## src/rtl/block_state_arbiter_pkg.sv

```systemverilog
// Breakout field geometry shared by the renderer and game logic, plus the
// request encodings and FSM state type of the block-state arbiter.
package block_state_arbiter_pkg;

    localparam int BLOCK_ROWS      = 6;
    localparam int BLOCK_COLS      = 12;
    localparam int GEO_BLOCK_COUNT = BLOCK_ROWS * BLOCK_COLS;

    localparam logic REQ_OP_QUERY = 1'b0;
    localparam logic REQ_OP_CLEAR = 1'b1;

    typedef enum logic [1:0] {
        ST_INIT = 2'd0,
        ST_IDLE = 2'd1,
        ST_DONE = 2'd2
    } arb_state_t;

    function automatic logic addr_in_range(input int unsigned addr, input int unsigned count);
        return addr < count;
    endfunction

endpackage

```

## src/rtl/block_state_mem.sv

```systemverilog
// Single-port 1-bit block-alive RAM, synchronous read-first, maps onto block RAM.
module block_state_mem #(
    parameter int DEPTH      = 72,
    parameter int ADDR_WIDTH = 7
) (
    input  logic                  clk,
    input  logic                  en,
    input  logic                  we,
    input  logic [ADDR_WIDTH-1:0] addr,
    input  logic                  wdata,
    output logic                  rdata
);

    logic mem [DEPTH];

    // Read-first so a clear returns the pre-kill alive bit in the same access.
    always_ff @(posedge clk) begin
        if (en) begin
            rdata <= mem[addr];
            if (we) begin
                mem[addr] <= wdata;
            end
        end
    end

endmodule

```

## src/rtl/block_state_arbiter.sv

```systemverilog
// Shares the block-alive RAM between renderer (active video) and game-logic
// query/clear requests (blanking); runs the level-init sweep and alive count.
module block_state_arbiter
    import block_state_arbiter_pkg::*;
#(
    parameter int BLOCK_COUNT = GEO_BLOCK_COUNT,
    parameter int ADDR_WIDTH  = 7,
    parameter int COUNT_WIDTH = 7
) (
    input  logic                   CLK,
    input  logic                   RESET,
    input  logic                   RENDER_ACTIVE,
    input  logic [ADDR_WIDTH-1:0]  RENDER_ADDR,
    output logic                   RENDER_ALIVE,
    input  logic                   REQ,
    input  logic                   REQ_OP,
    input  logic [ADDR_WIDTH-1:0]  REQ_ADDR,
    output logic                   ACK,
    output logic                   ACK_ALIVE,
    input  logic                   LEVEL_INIT,
    output logic                   BUSY,
    output logic [COUNT_WIDTH-1:0] ALIVE_COUNT,
    output logic                   LEVEL_CLEAR
);

    localparam logic [ADDR_WIDTH-1:0]  LAST_ADDR  = ADDR_WIDTH'(BLOCK_COUNT - 1);
    localparam logic [COUNT_WIDTH-1:0] FULL_COUNT = COUNT_WIDTH'(BLOCK_COUNT);

    arb_state_t             state;
    arb_state_t             state_next;
    logic [ADDR_WIDTH-1:0]  sweep_ptr;
    logic [COUNT_WIDTH-1:0] count_q;

    logic                   mem_en;
    logic                   mem_we;
    logic                   mem_wdata;
    logic                   mem_rdata;
    logic [ADDR_WIDTH-1:0]  mem_addr;

    logic                   render_ok;
    logic                   req_ok;
    logic                   sweep_free;
    logic                   sweep_last;
    logic                   issue;
    logic                   dec;

    logic                   render_vld_p1;
    logic                   req_ok_p1;
    logic                   req_clear_p1;

    assign render_ok  = addr_in_range(32'(RENDER_ADDR), BLOCK_COUNT);
    assign req_ok     = addr_in_range(32'(REQ_ADDR), BLOCK_COUNT);
    assign sweep_free = (state == ST_INIT) && !RENDER_ACTIVE;
    assign sweep_last = sweep_free && (sweep_ptr == LAST_ADDR) && !LEVEL_INIT;
    assign issue      = (state == ST_IDLE) && REQ && !RENDER_ACTIVE && !LEVEL_INIT;

    always_ff @(posedge CLK) begin
        if (RESET) begin
            state <= ST_INIT;
        end else begin
            state <= state_next;
        end
    end

    always_comb begin
        state_next = state;
        case (state)
            ST_INIT: begin
                if (sweep_last) begin
                    state_next = ST_IDLE;
                end
            end
            ST_IDLE: begin
                if (LEVEL_INIT) begin
                    state_next = ST_INIT;
                end else if (issue) begin
                    state_next = ST_DONE;
                end
            end
            ST_DONE: begin
                state_next = LEVEL_INIT ? ST_INIT : ST_IDLE;
            end
            default: begin
                state_next = ST_INIT;
            end
        endcase
    end

    // Port mux: renderer first, then the sweep, then a game request.
    always_comb begin
        mem_en    = 1'b0;
        mem_we    = 1'b0;
        mem_wdata = 1'b0;
        mem_addr  = RENDER_ADDR;
        if (RENDER_ACTIVE) begin
            mem_en = render_ok;
        end else if (state == ST_INIT) begin
            mem_en    = 1'b1;
            mem_we    = 1'b1;
            mem_wdata = 1'b1;
            mem_addr  = sweep_ptr;
        end else if (issue) begin
            mem_en   = req_ok;
            mem_we   = req_ok && (REQ_OP == REQ_OP_CLEAR);
            mem_addr = REQ_ADDR;
        end

        ACK          = (state == ST_DONE) && !RESET;
        ACK_ALIVE    = ACK && req_ok_p1 && mem_rdata;
        dec          = ACK_ALIVE && req_clear_p1 && (count_q != '0);
        BUSY         = (state == ST_INIT);
        RENDER_ALIVE = render_vld_p1 && mem_rdata;
    end

    // Count shows the decrement in the ACK cycle so LEVEL_CLEAR rises with it.
    assign ALIVE_COUNT = count_q - COUNT_WIDTH'(dec);
    assign LEVEL_CLEAR = (ALIVE_COUNT == '0) && !BUSY;

    always_ff @(posedge CLK) begin
        if (RESET || LEVEL_INIT) begin
            sweep_ptr <= '0;
        end else if (sweep_free && (sweep_ptr != LAST_ADDR)) begin
            sweep_ptr <= sweep_ptr + ADDR_WIDTH'(1);
        end
    end

    always_ff @(posedge CLK) begin
        if (RESET) begin
            count_q <= '0;
        end else if (sweep_last) begin
            count_q <= FULL_COUNT;
        end else if (dec) begin
            count_q <= count_q - COUNT_WIDTH'(1);
        end
    end

    // Stage p0 -> p1: qualifiers travelling with the synchronous read data.
    always_ff @(posedge CLK) begin
        if (RESET) begin
            render_vld_p1 <= 1'b0;
        end else begin
            render_vld_p1 <= RENDER_ACTIVE && render_ok;
        end
    end

    always_ff @(posedge CLK) begin
        if (issue) begin
            req_ok_p1    <= req_ok;
            req_clear_p1 <= (REQ_OP == REQ_OP_CLEAR);
        end
    end

    block_state_mem #(
        .DEPTH      (BLOCK_COUNT),
        .ADDR_WIDTH (ADDR_WIDTH)
    ) u_mem (
        .clk   (CLK),
        .en    (mem_en),
        .we    (mem_we),
        .addr  (mem_addr),
        .wdata (mem_wdata),
        .rdata (mem_rdata)
    );

endmodule

```

## config.mk

```make
export PLATFORM = sky130hd
export DESIGN_NAME = block_state_arbiter
export DESIGN_NICKNAME = d
export VERILOG_FILES = /design/src/rtl/block_state_arbiter_pkg.sv /design/src/rtl/block_state_mem.sv /design/src/rtl/block_state_arbiter.sv
export SDC_FILE = /design/constraint.sdc
export NUM_CORES = 1
export LEC_CHECK = 0
export BUFFER_PORTS_ARGS = -buffer_cell sky130_fd_sc_hd__buf_2
export CAP_MARGIN = 5
export CORE_MARGIN = 8
export CORE_UTILIZATION = 50
export CTS_CLUSTER_SIZE = 28
export DETAILED_ROUTE_END_ITERATION = 6
export PLACE_DENSITY_LB_ADDON = 0.12
export SLEW_MARGIN = 20
export SYNTH_ARGS = -nofsm -noshare
export SYNTH_HDL_FRONTEND = slang
export SYNTH_SLANG_ARGS = --single-unit
```

## constraint.sdc

```tcl
create_clock -name CLK -period 3.2 [get_ports CLK]
set_input_delay 0.16 -clock CLK [delete_from_list [all_inputs] [get_ports CLK]]
set_output_delay 0.16 -clock CLK [all_outputs]
set_load 0.03 [all_outputs]
```

==> impl_results.rst <==
.. list-table::
   :header-rows: 1

   * - Metric
     - Value
   * - Die span in y
     - 113 µm
   * - Row cnt
     - 35
   * - Most common cell after layout, fill and taps aside
     - sky130_fd_sc_hd__nor2_1
   * - Via count of the first global-routing pass
     - 3579
   * - Total negative slack for setup checks
     - 0 ns
   * - Netlist area before placement
     - 4690 µm²
   * - Net count after synthesis
     - 463
   * - Final setup violation count
     - 0
   * - Timing endpoint of the critical path
     - u_mem.rdata
   * - Total routed wirelength
     - 11.5 mm
   * - Gpl congestion
     - 0.941
   * - Max-cap viol count
     - 0
   * - Sequential element share of the synthesized area
     - 55.3%
   * - Final cycle utilization of the critical path
     - 94.9%
   * - Post-synthesis average cell area
     - 10.7 µm²
   * - Worst setup path startpoint
     - state[1]
   * - Total gr overflow
     - 0
   * - Setup repair after global routing missed its margin
     - no
   * - Wire per inst
     - 19.3 µm
   * - Slowest Stage Delay on Critical Path
     - 0.46 ns
   * - DP Worst Slack
     - 0.281 ns
   * - Average via count per standard cell
     - 6.09
   * - Power density over cell area
     - 436 nW/µm²
   * - Global routing usage summed across all routing layers
     - 18.4%
   * - Fmax achieved
     - 329 MHz
   * - Worst path required time
     - 3.40 ns
   * - Final design area excluding fillers
     - 5220 µm²
   * - Number of synthesized register bits
     - 92
   * - Number of antenna violations at the first check in global routing
     - 0
   * - Floorplan die area
     - 12700 µm²
   * - Fraction of power spent switching nets
     - 26.7%
   * - Synthesized instance count
     - 439
   * - Leak pwr
     - 1.80 nW
   * - Startpoint types
     - flop
   * - Top fanout value on the critical path
     - 9
   * - Setup slack of the most critical reg-to-reg path
     - 0.16 ns
   * - Number of buffers between clock root and the deepest sink
     - 2
   * - Hold Crit Class
     - input pin to flop
   * - Relative contribution of sequential cells to total power
     - 57.2%
   * - Area of the core region
     - 9150 µm²
   * - Number of distinct library cell variants in the gate-level netlist after synthesis
     - 71
   * - Maximum vdd drop
     - 0.313 mV
   * - Post-layout power
     - 2.28 mW
   * - Die Span X
     - 113 µm
   * - Proportion of power drawn by the clock network
     - 31.7%
   * - TritonCTS Buffers
     - 9
   * - Cell chosen for the clock root
     - sky130_fd_sc_hd__clkbuf_8
   * - Post-layout nets
     - 505
   * - Source-to-sink clock delay at the later pin of the worst-skew pair
     - 0.37 ns
   * - Wire length of the first global-routing pass
     - 18.3 mm
   * - Hold Fails Final Rpt
     - 0
   * - Run status
     - completed
   * - Relative slew slack
     - 60.4%
   * - CTS tree
     - yes
   * - Primary FF master, synth
     - sky130_fd_sc_hd__edfxtp_1
   * - Largest net degree at the start of global routing
     - 50
   * - Gate power share
     - 11.1%
   * - TritonRoute pass-1 iters
     - 5
   * - Post-route worst setup slack
     - 0.164 ns
   * - Cell at the slowest stage of the critical path
     - sky130_fd_sc_hd__dfxtp_1
   * - H-tree levels
     - 3
   * - PortBufs
     - 31
   * - Synthesis-to-finish area growth
     - 11.3%
   * - Transition at the pin with the smallest max-transition slack
     - 0.592 ns
   * - Starting DRC count in detailed routing
     - 269
   * - Number of warning messages in the yosys log
     - 0
   * - Final Slew Violations
     - 0
   * - Area of placed instances
     - 5000 µm²
   * - Critical path data arrival time
     - 3.24 ns
   * - Instance count along the most critical hold path
     - 2
   * - Total via count in the routed design
     - 3636
   * - CP endpoint kind
     - flop
   * - Number of antenna diodes
     - 0
   * - Number of clock sinks
     - 92
   * - Worst Hold Margin
     - 0.0768 ns
   * - Count of flip-flops with a built-in enable after synthesis
     - 75
   * - List of cells traversed by the critical path
     - or3_1 > inv_4 > a32o_2 > or2_1 > nor2_1 > a32oi_1 > a22oi_1 > o2111ai_1 > a221oi_2
   * - Internal power consumption
     - 1.67 mW
   * - Number of ports placed on the die boundary
     - 32
   * - Detailed-route DRC error count
     - 0
   * - Worst clock skew
     - 0.00963 ns
   * - Switching pwr
     - 0.608 mW
   * - Depth of the worst register-to-register path
     - 9
   * - Count of nets left with antenna violations after detail routing
     - 0
   * - Detailed placement HPWL
     - 8.14 mm
   * - Proportion of layout cells with a drive suffix above 1
     - 18.7%
   * - Top library cells by usage in the layout, fill and taps aside
     - sky130_fd_sc_hd__nor2_1, sky130_fd_sc_hd__edfxtp_1, sky130_fd_sc_hd__nand2_1, sky130_fd_sc_hd__buf_2, sky130_fd_sc_hd__nand3_1
   * - Post-route minimum period
     - 3.04 ns
   * - Critical path class
     - flop to flop
   * - Crit Reg-Reg Startpoint
     - state[1]
   * - Async SR Flop Fraction
     - 0%
   * - Initial standard-cell utilization of the core
     - 51.2%
   * - R2R Path End
     - u_mem.rdata
   * - Clock input transition at the sequential cells of the worst setup and hold paths
     - 0.10 ns
## worst min path at each step
stage	startpoint	end	slack (ns)
floorplan	RESET	count_q[3]	0.23
global placement	REQ_OP	req_clear_p1	0.37
detailed placement	REQ_OP	req_clear_p1	0.38
CTS	REQ_OP	req_clear_p1	0.004
global route	RESET	count_q[6]	0.08
finish	RESET	count_q[6]	0.08
## repair_timing
| item | CTS | global route |
|---|---|---|
| endpoints found under the setup margin | 1 | 2 |
| pin swaps | 0 | 1 |
| setup buffers | 0 | 2 |
| hold buffers | 0 | 1 |
| hold endpoints to repair | 0 | 1 |
| resized for setup | 1 | 2 |
## through the flow
stage	cells	util, %
after detailed placement	578	54.7
after global placement	578	54.7
after floorplan	439	-
final	597	57.0
after CTS	594	56.7
after global routing	597	57.0
## power groups by stage
stage / clock, mW / sequential, mW / combinational (mW)
final: 0.722 / 1.30 / 0.253
after detailed placement: 0 / 1.33 / 0.247
after floorplan: 0 / 1.33 / 0.171
after global routing: 0.778 / 1.30 / 0.273
after global placement: 0 / 1.33 / 0.243
after CTS: 0.731 / 1.30 / 0.248
## registers in the layout, indices dropped and copies added (netlist names)
signal,cells
count_q,7
render_vld_p1,1
req_clear_p1,1
req_ok_p1,1
state,2
sweep_ptr,7
u_mem.mem,72
u_mem.rdata,1
## area by class of cell
class	instances	area (µm²)
Fill cell	789	3940
Sequential cell	92	2590
Multi-Input combinational cell	322	1980
Timing Repair Buffer	47	293
Tap cell	111	139
Clock buffer	9	124
Clock inverter	7	51.3
Inverter	9	36.3
## critical path: cells and delay by family, from the launching register on
kind                   cells  cell delay, ns
and+or+nand+nor            3            1.18
DFF                        1            0.46
AOI/OAI and AO/OA          5            1.18
buffers and inverters      1            0.05
## per-layer routing
metal	vias up	global-route usage [%]	routed length [µm]
met5	-	0	0
met4	0	8.18	332
met3	28	4.74	831
met2	155	28.9	5240
met1	1752	23.4	5120
li1	1701	-	-
## synth_stat cells (5+ instances only)
master / number / area share (%)
sky130_fd_sc_hd__o21ai_0: 12 / 1.3
sky130_fd_sc_hd__nand2b_1: 5 / 0.67
sky130_fd_sc_hd__dfxtp_1: 17 / 7.3
sky130_fd_sc_hd__mux2i_1: 10 / 2.1
sky130_fd_sc_hd__edfxtp_1: 75 / 48
sky130_fd_sc_hd__nor3_1: 5 / 0.53
sky130_fd_sc_hd__mux2_2: 6 / 1.4
sky130_fd_sc_hd__clkbuf_1: 5 / 0.40
sky130_fd_sc_hd__inv_1: 8 / 0.64
sky130_fd_sc_hd__xor2_1: 10 / 1.9
sky130_fd_sc_hd__nand3_1: 24 / 2.6
sky130_fd_sc_hd__nand2_1: 36 / 2.9
sky130_fd_sc_hd__nor2_1: 102 / 8.2
sky130_fd_sc_hd__nand4_1: 6 / 0.80
sky130_fd_sc_hd__a221oi_1: 5 / 0.93
sky130_fd_sc_hd__a22oi_1: 6 / 0.96
sky130_fd_sc_hd__xnor2_1: 5 / 0.93
sky130_fd_sc_hd__a21oi_1: 9 / 0.96
## logic make-up (layout without fill, tap and decap cells)
logic type	after synthesis	after routing	share of synthesized area, %
simple gates	212	212	21.1
flops	92	92	55.3
compound gates	75	75	12.9
buf+inv	25	72	3.26
mux	16	16	3.58
xor+xnor	15	15	2.80
fa+ha+maj	4	4	1.07
Power figures use the tool's default switching activity.
